### src/rtl/fir_stream_ctrl_if.sv
// Handshake and filter-side signals of the fir stream sequencer.
// master: sources and filter model (bench side); slave: the sequencer.
interface fir_stream_ctrl_if #(
   parameter int DW = 8
);
   logic          coef_valid;
   logic [DW-1:0] coef_data;
   logic          coef_ready;
   logic          samp_valid;
   logic [DW-1:0] samp_data;
   logic          samp_ready;
   logic [DW-1:0] fir_data;
   logic          fir_sample_enable;
   logic          fir_coef_enable;
   logic          fir_error;
   logic          configured;
   logic          err;

   modport master (
      output coef_valid, coef_data, samp_valid, samp_data, fir_error,
      input  coef_ready, samp_ready, fir_data, fir_sample_enable,
             fir_coef_enable, configured, err
   );

   modport slave (
      input  coef_valid, coef_data, samp_valid, samp_data, fir_error,
      output coef_ready, samp_ready, fir_data, fir_sample_enable,
             fir_coef_enable, configured, err
   );
endinterface

### src/rtl/fir_stream_ctrl.sv
// Sequencer in front of the fir block: buffers a full coefficient set,
// replays it as N contiguous coef_enable beats, gates samples, and
// latches the filter error until reset.
//
// state | meaning
// IDLE  | not yet configured; filling the coefficient buffer, samples refused
// LOAD  | replaying buffered coefficients, idx 0..N-1 (beats lag by one cycle)
// GAP   | one quiet cycle after the burst; clears buffer, marks configured
// RUN   | samples flow; a new set may fill in the background
// ERR   | filter reported an error; everything frozen until reset
module fir_stream_ctrl #(
   parameter int N  = 5,
   parameter int DW = 8
) (
   input logic              clk,
   input logic              reset,
   fir_stream_ctrl_if.slave bus
);
   localparam int CW = $clog2(N + 1);
   localparam int IW = (N > 1) ? $clog2(N) : 1;

   typedef enum logic [2:0] {IDLE, LOAD, GAP, RUN, ERR} state_t;

   state_t        state, state_nxt;
   logic [CW-1:0] cnt, cnt_nxt;
   logic [IW-1:0] idx, idx_nxt;
   logic [DW-1:0] coef_buf [N];
   logic [DW-1:0] coef_sel;
   logic [DW-1:0] data_q, data_nxt;
   logic          fce_q, fce_nxt;
   logic          fse_q, fse_nxt;
   logic          cfg_q, cfg_nxt;
   logic          full;
   logic          coef_acc;
   logic          samp_acc;

   assign full = (cnt == CW'(N));

   // Readies are held low while reset is asserted so every output reads 0.
   assign bus.coef_ready = reset && !full && ((state == IDLE) || (state == RUN));
   assign bus.samp_ready = reset && (state == RUN) && !full && !bus.fir_error;

   assign coef_acc = bus.coef_valid && bus.coef_ready;
   assign samp_acc = bus.samp_valid && bus.samp_ready;

   assign bus.fir_data          = data_q;
   assign bus.fir_coef_enable   = fce_q;
   assign bus.fir_sample_enable = fse_q;
   assign bus.configured        = cfg_q;
   assign bus.err               = (state == ERR);

   // Select the buffered coefficient for the current burst index.
   always_comb begin
      coef_sel = '0;
      for (int i = 0; i < N; i++) begin
         if (idx == IW'(i)) coef_sel = coef_buf[i];
      end
   end

   // State register.
   always_ff @(posedge clk or negedge reset) begin
      if (!reset) state <= IDLE;
      else        state <= state_nxt;
   end

   // Next state, buffer count, burst index and next registered outputs.
   always_comb begin
      state_nxt = state;
      cnt_nxt   = cnt;
      idx_nxt   = idx;
      fce_nxt   = 1'b0;
      fse_nxt   = 1'b0;
      data_nxt  = data_q;
      cfg_nxt   = cfg_q;
      if (coef_acc) cnt_nxt = cnt + CW'(1);
      case (state)
         IDLE: begin
            if (full) begin
               state_nxt = LOAD;
               idx_nxt   = '0;
            end
         end
         RUN: begin
            if (samp_acc) begin
               fse_nxt  = 1'b1;
               data_nxt = bus.samp_data;
            end
            // Wait for the last sample beat to leave before starting a burst.
            if (full && !fse_q) begin
               state_nxt = LOAD;
               idx_nxt   = '0;
            end
         end
         LOAD: begin
            fce_nxt  = 1'b1;
            data_nxt = coef_sel;
            if (idx == IW'(N - 1)) state_nxt = GAP;
            else                   idx_nxt   = idx + IW'(1);
         end
         GAP: begin
            cnt_nxt   = '0;
            cfg_nxt   = 1'b1;
            state_nxt = RUN;
         end
         ERR: begin
         end
         default: state_nxt = IDLE;
      endcase
      // Error wins over everything, aborting any burst in progress.
      if (bus.fir_error) begin
         state_nxt = ERR;
         fce_nxt   = 1'b0;
         fse_nxt   = 1'b0;
         data_nxt  = data_q;
      end
   end

   // Datapath registers and registered filter-side outputs.
   always_ff @(posedge clk or negedge reset) begin
      if (!reset) begin
         cnt    <= '0;
         idx    <= '0;
         data_q <= '0;
         fce_q  <= 1'b0;
         fse_q  <= 1'b0;
         cfg_q  <= 1'b0;
      end else begin
         cnt    <= cnt_nxt;
         idx    <= idx_nxt;
         data_q <= data_nxt;
         fce_q  <= fce_nxt;
         fse_q  <= fse_nxt;
         cfg_q  <= cfg_nxt;
      end
   end

   // Coefficient buffer write at the current fill position.
   always_ff @(posedge clk or negedge reset) begin
      if (!reset) begin
         for (int i = 0; i < N; i++) coef_buf[i] <= '0;
      end else begin
         for (int i = 0; i < N; i++) begin
            if (coef_acc && (cnt == CW'(i))) coef_buf[i] <= bus.coef_data;
         end
      end
   end
endmodule

### src/flat_wrapper.sv
// flat-port wrapper written by rule: the top's interface ports become plain ports
module fir_stream_ctrl_flat 
#(
   parameter int N  = 5,
   parameter int DW = 8
)
  (clk, reset, bus_coef_valid, bus_coef_data, bus_samp_valid, bus_samp_data, bus_fir_error, bus_coef_ready, bus_samp_ready, bus_fir_data, bus_fir_sample_enable, bus_fir_coef_enable, bus_configured, bus_err);
  fir_stream_ctrl_if #(.DW(DW)) bus_i ();
  input logic clk;
  input logic reset;
  input wire logic [$bits(bus_i.coef_valid)-1:0] bus_coef_valid;
  input wire logic [$bits(bus_i.coef_data)-1:0] bus_coef_data;
  input wire logic [$bits(bus_i.samp_valid)-1:0] bus_samp_valid;
  input wire logic [$bits(bus_i.samp_data)-1:0] bus_samp_data;
  input wire logic [$bits(bus_i.fir_error)-1:0] bus_fir_error;
  output wire logic [$bits(bus_i.coef_ready)-1:0] bus_coef_ready;
  output wire logic [$bits(bus_i.samp_ready)-1:0] bus_samp_ready;
  output wire logic [$bits(bus_i.fir_data)-1:0] bus_fir_data;
  output wire logic [$bits(bus_i.fir_sample_enable)-1:0] bus_fir_sample_enable;
  output wire logic [$bits(bus_i.fir_coef_enable)-1:0] bus_fir_coef_enable;
  output wire logic [$bits(bus_i.configured)-1:0] bus_configured;
  output wire logic [$bits(bus_i.err)-1:0] bus_err;
  assign bus_i.coef_valid = bus_coef_valid;
  assign bus_i.coef_data = bus_coef_data;
  assign bus_i.samp_valid = bus_samp_valid;
  assign bus_i.samp_data = bus_samp_data;
  assign bus_i.fir_error = bus_fir_error;
  assign bus_coef_ready = bus_i.coef_ready;
  assign bus_samp_ready = bus_i.samp_ready;
  assign bus_fir_data = bus_i.fir_data;
  assign bus_fir_sample_enable = bus_i.fir_sample_enable;
  assign bus_fir_coef_enable = bus_i.fir_coef_enable;
  assign bus_configured = bus_i.configured;
  assign bus_err = bus_i.err;
  fir_stream_ctrl #(.N(N), .DW(DW)) u_core (.clk(clk), .reset(reset), .bus(bus_i));
endmodule
### config.mk
export PLATFORM = sky130hd
export DESIGN_NAME = fir_stream_ctrl_flat
export DESIGN_NICKNAME = d
export VERILOG_FILES = /design/src/rtl/fir_stream_ctrl_if.sv /design/src/rtl/fir_stream_ctrl.sv /design/src/flat_wrapper.sv
export SDC_FILE = /design/constraint.sdc
export NUM_CORES = 1
export LEC_CHECK = 0
export BUFFER_PORTS_ARGS = -buffer_cell sky130_fd_sc_hd__buf_2
export CORE_MARGIN = 1.5
export CORE_UTILIZATION = 35
export DETAILED_ROUTE_END_ITERATION = 8
export GPL_TIMING_DRIVEN = 0
export PLACE_DENSITY = 0.62
export SLEW_MARGIN = 15
export SYNTH_ARGS = -nofsm -noshare
export SYNTH_HDL_FRONTEND = slang
export SYNTH_SLANG_ARGS = --single-unit
### constraint.sdc
create_clock -name clk -period 3 [get_ports clk]
set_input_delay 0.45 -clock clk [delete_from_list [all_inputs] [get_ports clk]]
set_output_delay 0.45 -clock clk [all_outputs]
set_load 0.02 [all_outputs]
==> results of run 1 <==
==> Yosys cell counts, drive strengths merged <==
master  number  share of area [%]
dfrtp       60                 51
mux2        40                 15
nand2       21                2.7
a21oi       18                3.0
inv         18                2.3
o21ai       14                2.4
clkbuf      13                1.6
ha          10                4.2
a31oi        9                1.9
a221o        8                2.7
a31o         8                2.4
nand3        8                1.4
nand3b       8                2.0
buf          4               0.89
nor3b        4                1.8
nor2         3               0.47
nor3         3               0.51
and2         2               0.42
and3         2               0.42
or2          2               0.42
a21bo        1               0.34
a311o        1               0.34
and4         1               0.30
nand2b       1               0.21
o21a         1               0.25
o22ai        1               0.21
or4          1               0.25
or4b         1               0.34
xor2         1               0.30
==> kinds of logic after synthesis <==
| logic type | after synthesis | synth area share [%] |
|---|---|---|
| compound gates | 61 | 13.5 |
| xor+xnor | 1 | 0.296 |
| fa+ha+maj | 10 | 4.23 |
| buf+inv | 35 | 4.82 |
| flops | 60 | 50.7 |
| mux | 40 | 15.2 |
| simple gates | 57 | 11.2 |
==> per-layer routing <==
layer	up-vias	global-route usage, %	share of wire (%)
met5	-	0	0
met4	0	8.21	1.8
met3	13	3.14	4.7
met2	54	26.1	47
met1	1076	21.8	46
li1	1028	-	-
==> power groups by stage <==
stage               Clock, mW  Combinational, mW  Sequential [mW]
global route            0.665              0.122            0.848
floorplan                   0             0.0497            0.865
detailed placement          0              0.110            0.860
global placement            0              0.105            0.859
CTS                     0.625              0.110            0.845
finish                  0.603              0.108            0.846
==> worst max-delay path, stage by stage <==
cell and delay (ps):
buf_4 590, a21bo_2 330, or4b_1 460, buf_2 200, nor3b_4 500, mux2_2 400
==> path summary, 6_finish.rpt <==
path	to	cells past startpoint	slack, ps	startpoint
worst max-delay path	u_core.coef_buf[39]$_DFFE_PN0P_	6	250	reset
worst min-delay path	u_core.coef_buf[36]$_DFFE_PN0P_	1	190	reset
worst max register to register	u_core.coef_buf[39]$_DFFE_PN0P_	7	340	u_core.cnt[1]$_DFFE_PN0P_
worst min register to register	u_core.bus.configured$_DFFE_PN0N_	1	470	u_core.bus.configured$_DFFE_PN0N_
max in group asynchronous	u_core.bus.fir_data[2]$_DFFE_PN0P_	1	2300	reset
min in group clk	u_core.bus.fir_coef_enable$_DFF_PN0_	2	320	bus_fir_error
==> area by class of cell <==
| class | count | area, um2 | share of cell area (%) |
|---|---|---|---|
| clock buffer | 11 | 141 | 4.13 |
| tap | 105 | 131 | 3.84 |
| timing repair buffer | 34 | 173 | 5.05 |
| multi-input combinational | 169 | 1320 | 38.5 |
| clock inverter | 3 | 15.0 | 0.439 |
| sequential | 60 | 1500 | 43.9 |
| inverter | 18 | 67.6 | 1.98 |
| buffer | 17 | 75.1 | 2.20 |
==> state kept, by name (all words and copies together), names as in the netlist <==
name and cells:
u_core.bus.configured 1, u_core.state 3, u_core.bus.fir_data 8, u_core.bus.fir_sample_enable 1, u_core.cnt 3, u_core.idx 3, u_core.coef_buf 40, u_core.bus.fir_coef_enable 1
==> impl_metrics.ini, run 1 <==
[status]
status = complete, no violations

[power_and_ir_drop]
peakVddDrop_mv = 0.163
power_mw = 1.56
p_int_mw = 1.19
p_leak_nw = 1.59
power_density_nw_per_um2 = 455
p_comb_share_pct = 6.9
clockPowerShare_pct = 38.7
p_sw_uw = 370
p_sw_share_pct = 23.8
pwr-share-seq_pct = 54.3

[sta]
worst_pin_slew_ps = 974
period_share_pct = 91.6
fin_crit_ps = 2750
final-hold-violation-count = 0
hold_ws_ps = 192
finalSetupViolations = 0
fin_tns_setup_ps = 0
slew_viol_final = 0
rsz0062_at_grt = no
fin_skew_ps = 9.52
setup_ws_ps = 251
fmax_mhz = 364
slew_headroom_pct = 34.6

[cells_and_area]
nets = 340
fin_util_pct = 41.6
drive_above_1_share_pct = 33.7
finalInstanceArea_um2 = 3420
layout_common_cells = 60 x dfrtp_1, 40 x mux2_2, 36 x buf_2
antennaDiodeCount = 0
synthToLayoutAreaGrowth_pct = 15.6
layout_commonest_cell = dfrtp_1
fin_cells = 417
fill_cells = 802

[routing]
viasPerCell = 5.21
routedWlPerCell_um = 16.3
drtIter0Drc = 76
num_vias = 2171
drc = 0
drt_wl_total_mm = 6.80
ant_nets = 0
drt_first_pass_iters = 6

[die]
num_rows = 33
die_w_um = 95.0
pin_count = 35
die-area_um2 = 9020
design.core.area_um2 = 8220
die_h_um = 95.0
initial_core_util_pct = 36.0

[yosys]
yosysUniqueCellTypes = 34
avgSynthCellArea_um2 = 11.2
ys_ff_latch = 60
syn_nets = 295
synth_cells = 264
yosys_warnings = 0
netlist_area_um2 = 2960
ys_seq_area_share_pct = 50.7

[global_route]
globalRouteTotalUtil_pct = 16.6
grt_max_degree = 62
antenna_found_initial = 0
grt.overflow.total = 0
grt_pass1_vias = 2221
grt_pass1_wl_mm = 11.1

[clock_network]
cts_made_buffers = 9
cts_root_buffer = clkbuf_8
htree_num_levels = 3
numClockSinks = 60
post_cts_resized = 0
cts_hold_buf = 0
cts_tree = yes
cts_buffer_depth = 2
clkTransAtPathRegs_ps = 60
post_cts_buffers = 0
insertion_delay_ps = 340

[place]
postPlaceCellArea_um2 = 3260
hpwl_mm = 4.64
io_buffers = 34
place_ws_ps = -170
gp_congestion = 0.778
dp.cells = 403

[worst_setup_path]
arrival_ps = 2960
required_ps = 3210
startpoint_type = input port
worstSetupPathType = input port to flip-flop
crit_path_end_kind = flip-flop
crit_fanout = 61

[hold_path]
hp-class = input port to asynchronous set/reset pin

[run]
maxCapViolCount = 0
(Power assumes the default switching activity.)
==> inputs of run 2 (changes only) <==
--- a/config.mk
+++ b/config.mk
@@ -6,11 +6,14 @@
 export NUM_CORES = 1
 export LEC_CHECK = 0
 export BUFFER_PORTS_ARGS = -buffer_cell sky130_fd_sc_hd__buf_2
+export CELL_PAD_IN_SITES_DETAIL_PLACEMENT = 2
+export CELL_PAD_IN_SITES_GLOBAL_PLACEMENT = 2
 export CORE_MARGIN = 1.5
 export CORE_UTILIZATION = 35
 export DETAILED_ROUTE_END_ITERATION = 8
 export GPL_TIMING_DRIVEN = 0
-export PLACE_DENSITY = 0.62
+export PLACE_DENSITY = 0.83
+export SKIP_LAST_GASP = 1
 export SLEW_MARGIN = 15
 export SYNTH_ARGS = -nofsm -noshare
 export SYNTH_HDL_FRONTEND = slang
==> impl_metrics.ini, run 2 (synthesis gave the netlist of run 1 again) <==
[die]
pin_count = 35
die-area_um2 = 9020
initial_core_util_pct = 36.0
num_rows = 33
die_h_um = 95.0
die_w_um = 95.0
design.core.area_um2 = 8220

[worst_setup_path]
worstSetupPathType = input port to flip-flop
reg2regPathDepth = 7
arrival_ps = 3000
crit_path_end_kind = flip-flop
crit_fanout = 61
required_ps = 3240
startpoint_type = input port

[routing]
viasPerCell = 5.41
drc = 0
drtIter0Drc = 51
ant_nets = 0
num_vias = 2266
routedWlPerCell_um = 19.9
drt_first_pass_iters = 5
drt_wl_total_mm = 8.33

[sta]
slew_headroom_pct = 47.6
finalSetupViolations = 0
rsz0062_at_grt = no
final-hold-violation-count = 0
fin_crit_ps = 2760
fin_skew_ps = 15.5
fmax_mhz = 362
period_share_pct = 92.0
worst_pin_slew_ps = 787
hold_ws_ps = 179
slew_viol_final = 0

[clock_network]
numClockSinks = 60
insertion_delay_ps = 350
htree_num_levels = 3
clkTransAtPathRegs_ps = 80
cts_hold_buf = 0
cts_tree = yes
cts_buffer_depth = 2
cts_made_buffers = 9
cts_root_buffer = clkbuf_8

[power_and_ir_drop]
pwr-share-seq_pct = 52.5
power_mw = 1.61
p_leak_nw = 1.59
p_comb_share_pct = 7.1
power_density_nw_per_um2 = 467
p_sw_share_pct = 26.8
peakVddDrop_mv = 0.220
p_int_mw = 1.18
clockPowerShare_pct = 40.4
p_sw_uw = 430

[cells_and_area]
multi_input_area_um2 = 1320
layout_commonest_cell = dfrtp_1
synthToLayoutAreaGrowth_pct = 16.4
nets = 340
fill_cells = 881
layout_common_cells = 60 x dfrtp_1, 40 x mux2_2, 36 x buf_2
largest_register = u_core.coef_buf
fin_util_pct = 41.9
drive_above_1_share_pct = 34.7
regArea_um2 = 1500
largest_reg_flops = 40
antennaDiodeCount = 0
fin_cells = 419

[place]
dp.cells = 403
gp_congestion = 0.726
hpwl_mm = 5.67
io_buffers = 34

[global_route]
antenna_found_initial = 0
grt_pass1_vias = 2551
grt_pass1_wl_mm = 13.8
grt.overflow.total = 0
grt_max_degree = 62
globalRouteTotalUtil_pct = 20.7

[status]
status = complete, no violations

[run]
maxCapViolCount = 0

[hold_path]
hp-class = input port to asynchronous set/reset pin
==> run 2: cell types whose count changed in the layout (fill, tap and decap cells not counted), sizes merged <==
cell / delta
inv: +1
clkinvlp: +2
clkinv: +1
clkbuf: -2
==> run 2: per-layer routing <==
metal  vias to the layer above  global-route usage (%)  wire length (um)
met3                        11                    2.90               245
met4                         0                    9.33               165
met2                        42                    35.8              4400
met1                      1182                    25.3              3520
met5                         -                       0                 0
li1                       1031                       -                 -
==> run 2: final timing paths <==
check	slack (ps)	startpoint	endpoint
min in group clk	320	bus_fir_error	u_core.bus.fir_coef_enable$_DFF_PN0_
hold reg to reg	470	u_core.bus.configured$_DFFE_PN0N_	u_core.bus.configured$_DFFE_PN0N_
setup reg to reg	330	u_core.cnt[1]$_DFFE_PN0P_	u_core.coef_buf[32]$_DFFE_PN0P_
setup / recovery	240	reset	u_core.coef_buf[32]$_DFFE_PN0P_
max in group asynchronous	2290	reset	u_core.bus.fir_coef_enable$_DFF_PN0_
hold / removal	180	reset	u_core.cnt[1]$_DFFE_PN0P_
==> run 2: final cells by class <==
cell class                 instances  share of cell area (%)
sequential                        60                    43.6
multi-input combinational        169                    38.3
timing repair buffer              34                    5.01
tap                              105                    3.82
clock buffer                       9                    3.60
buffer                            17                    2.18
inverter                          18                    1.96
clock inverter                     7                    1.49
==> run 2: critical path, cell delays in order <==
cell and delay [ps]:
buf_4 590, a21bo_2 340, or4b_1 460, buf_2 210, nor3b_4 520, mux2_2 410
==> run 2: power by group through the flow <==
stage / clock network (mW) / logic (mW) / registers, mW
detailed placement: 0 / 0.114 / 0.861
global route: 0.700 / 0.128 / 0.848
global placement: 0 / 0.108 / 0.859
CTS: 0.670 / 0.117 / 0.846
finish: 0.649 / 0.114 / 0.845
floorplan: 0 / 0.0497 / 0.865
==> run 2: through the flow <==
step	setup slack, ps	setup TNS [ps]	instance area (um2)
CTS	168	0	3440
global route	65.8	0	3440
global placement	-597	-22250	3260
detailed placement	-170	-3620	3260
floorplan	493	0	2960
finish	241	0	3440
==> run 2: repair_timing <==
item	in CTS	in global routing
buffers inserted	0	0
endpoints found under the setup margin	0	1
resized for setup	0	1
==> inputs of run 3 (changes only) <==
==> constraint.sdc (replaced) <==
create_clock -name clk -period 3 [get_ports clk]
set_input_delay 0.15 -clock clk [delete_from_list [all_inputs] [get_ports clk]]
set_output_delay 0.15 -clock clk [all_outputs]
set_load 0.02 [all_outputs]
==> impl_metrics.ini, run 3 (synthesis gave the netlist of run 1 again) <==
[sta]
slew_viol_final = 0
period_share_pct = 89.0
final-hold-violation-count = 0
fmax_mhz = 375
finalSetupViolations = 0
fin_skew_ps = 16.5
rsz0062_at_grt = no
fin_crit_ps = 2670
setup_ws_ps = 331
worst_pin_slew_ps = 1090
slew_headroom_pct = 27.0

[cells_and_area]
largest_reg_flops = 40
layout_common_cells = 60 x dfrtp_1, 40 x mux2_2, 36 x buf_2
finalInstanceArea_um2 = 3480
synthToLayoutAreaGrowth_pct = 17.5
fill_cells = 880
nets = 342
antennaDiodeCount = 0
drive_above_1_share_pct = 34.5
layout_commonest_cell = dfrtp_1
largest_register = u_core.coef_buf

[die]
initial_core_util_pct = 36.0
num_rows = 33
die_w_um = 95.0
design.core.area_um2 = 8220
die_h_um = 95.0
pin_count = 35
die-area_um2 = 9020

[power_and_ir_drop]
power_mw = 1.62
p_comb_share_pct = 7.5
p_int_mw = 1.18
p_sw_share_pct = 26.8
p_sw_uw = 432
power_density_nw_per_um2 = 465
peakVddDrop_mv = 0.221
p_leak_nw = 1.60
clockPowerShare_pct = 40.2
pwr-share-seq_pct = 52.3

[hold_path]
hp-class = input port to flip-flop
hold_end = u_core.bus.fir_coef_enable$_DFF_PN0_
hold_depth = 2
min-delay-start = bus_fir_error

[worst_setup_path]
crit_path_end_kind = flip-flop
crit_fanout = 8
reg2regPathDepth = 7
crit_family = simple AND/OR/NAND/NOR gates
worst-path-buf-inv = 2
startpoint_type = flip-flop
slowest_delay_ps = 500
r2r-start = u_core.cnt[1]$_DFFE_PN0P_
r2r_slack_ps = 330
rr_endpoint = u_core.coef_buf[33]$_DFFE_PN0P_
arrival_ps = 2910
worstSetupPathType = flip-flop to flip-flop
required_ps = 3240
cp_slowest_cell = nor3b_4
cp_cell_sequence = inv_1 -> ha_1 -> a21bo_2 -> or4b_1 -> buf_2 -> nor3b_4 -> mux2_2

[routing]
drc = 0
drtIter0Drc = 74
viasPerCell = 5.44
num_vias = 2289
ant_nets = 0
drt_first_pass_iters = 4
drt_wl_total_mm = 8.42
routedWlPerCell_um = 20.0

[clock_network]
cts_tree = yes
cts_hold_buf = 2
post_cts_resized = 0
numClockSinks = 60
htree_num_levels = 3
cts_root_buffer = clkbuf_8
insertion_delay_ps = 350
cts_buffer_depth = 2
clkTransAtPathRegs_ps = 80
post_cts_buffers = 0
cts_made_buffers = 9

[place]
place_ws_ps = 130
postPlaceCellArea_um2 = 3260
hpwl_mm = 5.67
gp_congestion = 0.726
io_buffers = 34

[global_route]
grt_pass1_vias = 2582
grt.overflow.total = 0
grt_max_degree = 61
grt_pass1_wl_mm = 13.9
globalRouteTotalUtil_pct = 21.0
antenna_found_initial = 0

[run]
maxCapViolCount = 0

[status]
status = complete, no violations
run 3: layer usage:
| layer | global-route usage, % | wire length, um | vias up |
|---|---|---|---|
| li1 | - | - | 1042 |
| met1 | 25.8 | 3600 | 1196 |
| met2 | 36.7 | 4480 | 42 |
| met3 | 2.90 | 215 | 9 |
| met4 | 8.71 | 128 | 0 |
| met5 | 0 | 0 | - |
run 3: through the flow:
step	setup TNS (ps)	cells	utilization, %	hold slack, ps
2_1_floorplan	0	264	-	-146
6_report	0	421	42.3	12.8
4_1_cts	0	421	42.3	7.39
3_5_place_dp	0	403	39.7	288
3_3_place_gp	-8740	403	39.7	356
5_1_grt	0	421	42.3	10.5
run 3: final cells by class:
type	count	area (um2)	share of cell area, %
flip-flops and latches	60	1500	43.2
multi-input cells	169	1320	37.8
repair buffers	36	210	6.05
well taps	105	131	3.78
clock buffers	9	124	3.56
plain buffers	17	75.1	2.16
inverters	18	67.6	1.94
clock inverters	7	51.3	1.48
run 3: power groups by stage:
stage                     registers [mW]  logic (mW)  clock network (mW)
after floorplan                    0.865      0.0497                   0
after global placement             0.859       0.108                   0
after detailed placement           0.861       0.114                   0
after CTS                          0.846       0.123               0.670
after global routing               0.848       0.135               0.700
final                              0.845       0.121               0.649
run 3: worst max path at each step:
stage	start	end	cells past startpoint
after global placement	reset	u_core.coef_buf[38]$_DFFE_PN0P_	6
after floorplan	u_core.cnt[0]$_DFFE_PN0P_	u_core.coef_buf[24]$_DFFE_PN0P_	6
after global routing	u_core.cnt[1]$_DFFE_PN0P_	u_core.coef_buf[21]$_DFFE_PN0P_	7
after detailed placement	reset	u_core.coef_buf[33]$_DFFE_PN0P_	6
final	u_core.cnt[1]$_DFFE_PN0P_	u_core.coef_buf[33]$_DFFE_PN0P_	7
after CTS	u_core.cnt[1]$_DFFE_PN0P_	u_core.coef_buf[21]$_DFFE_PN0P_	7
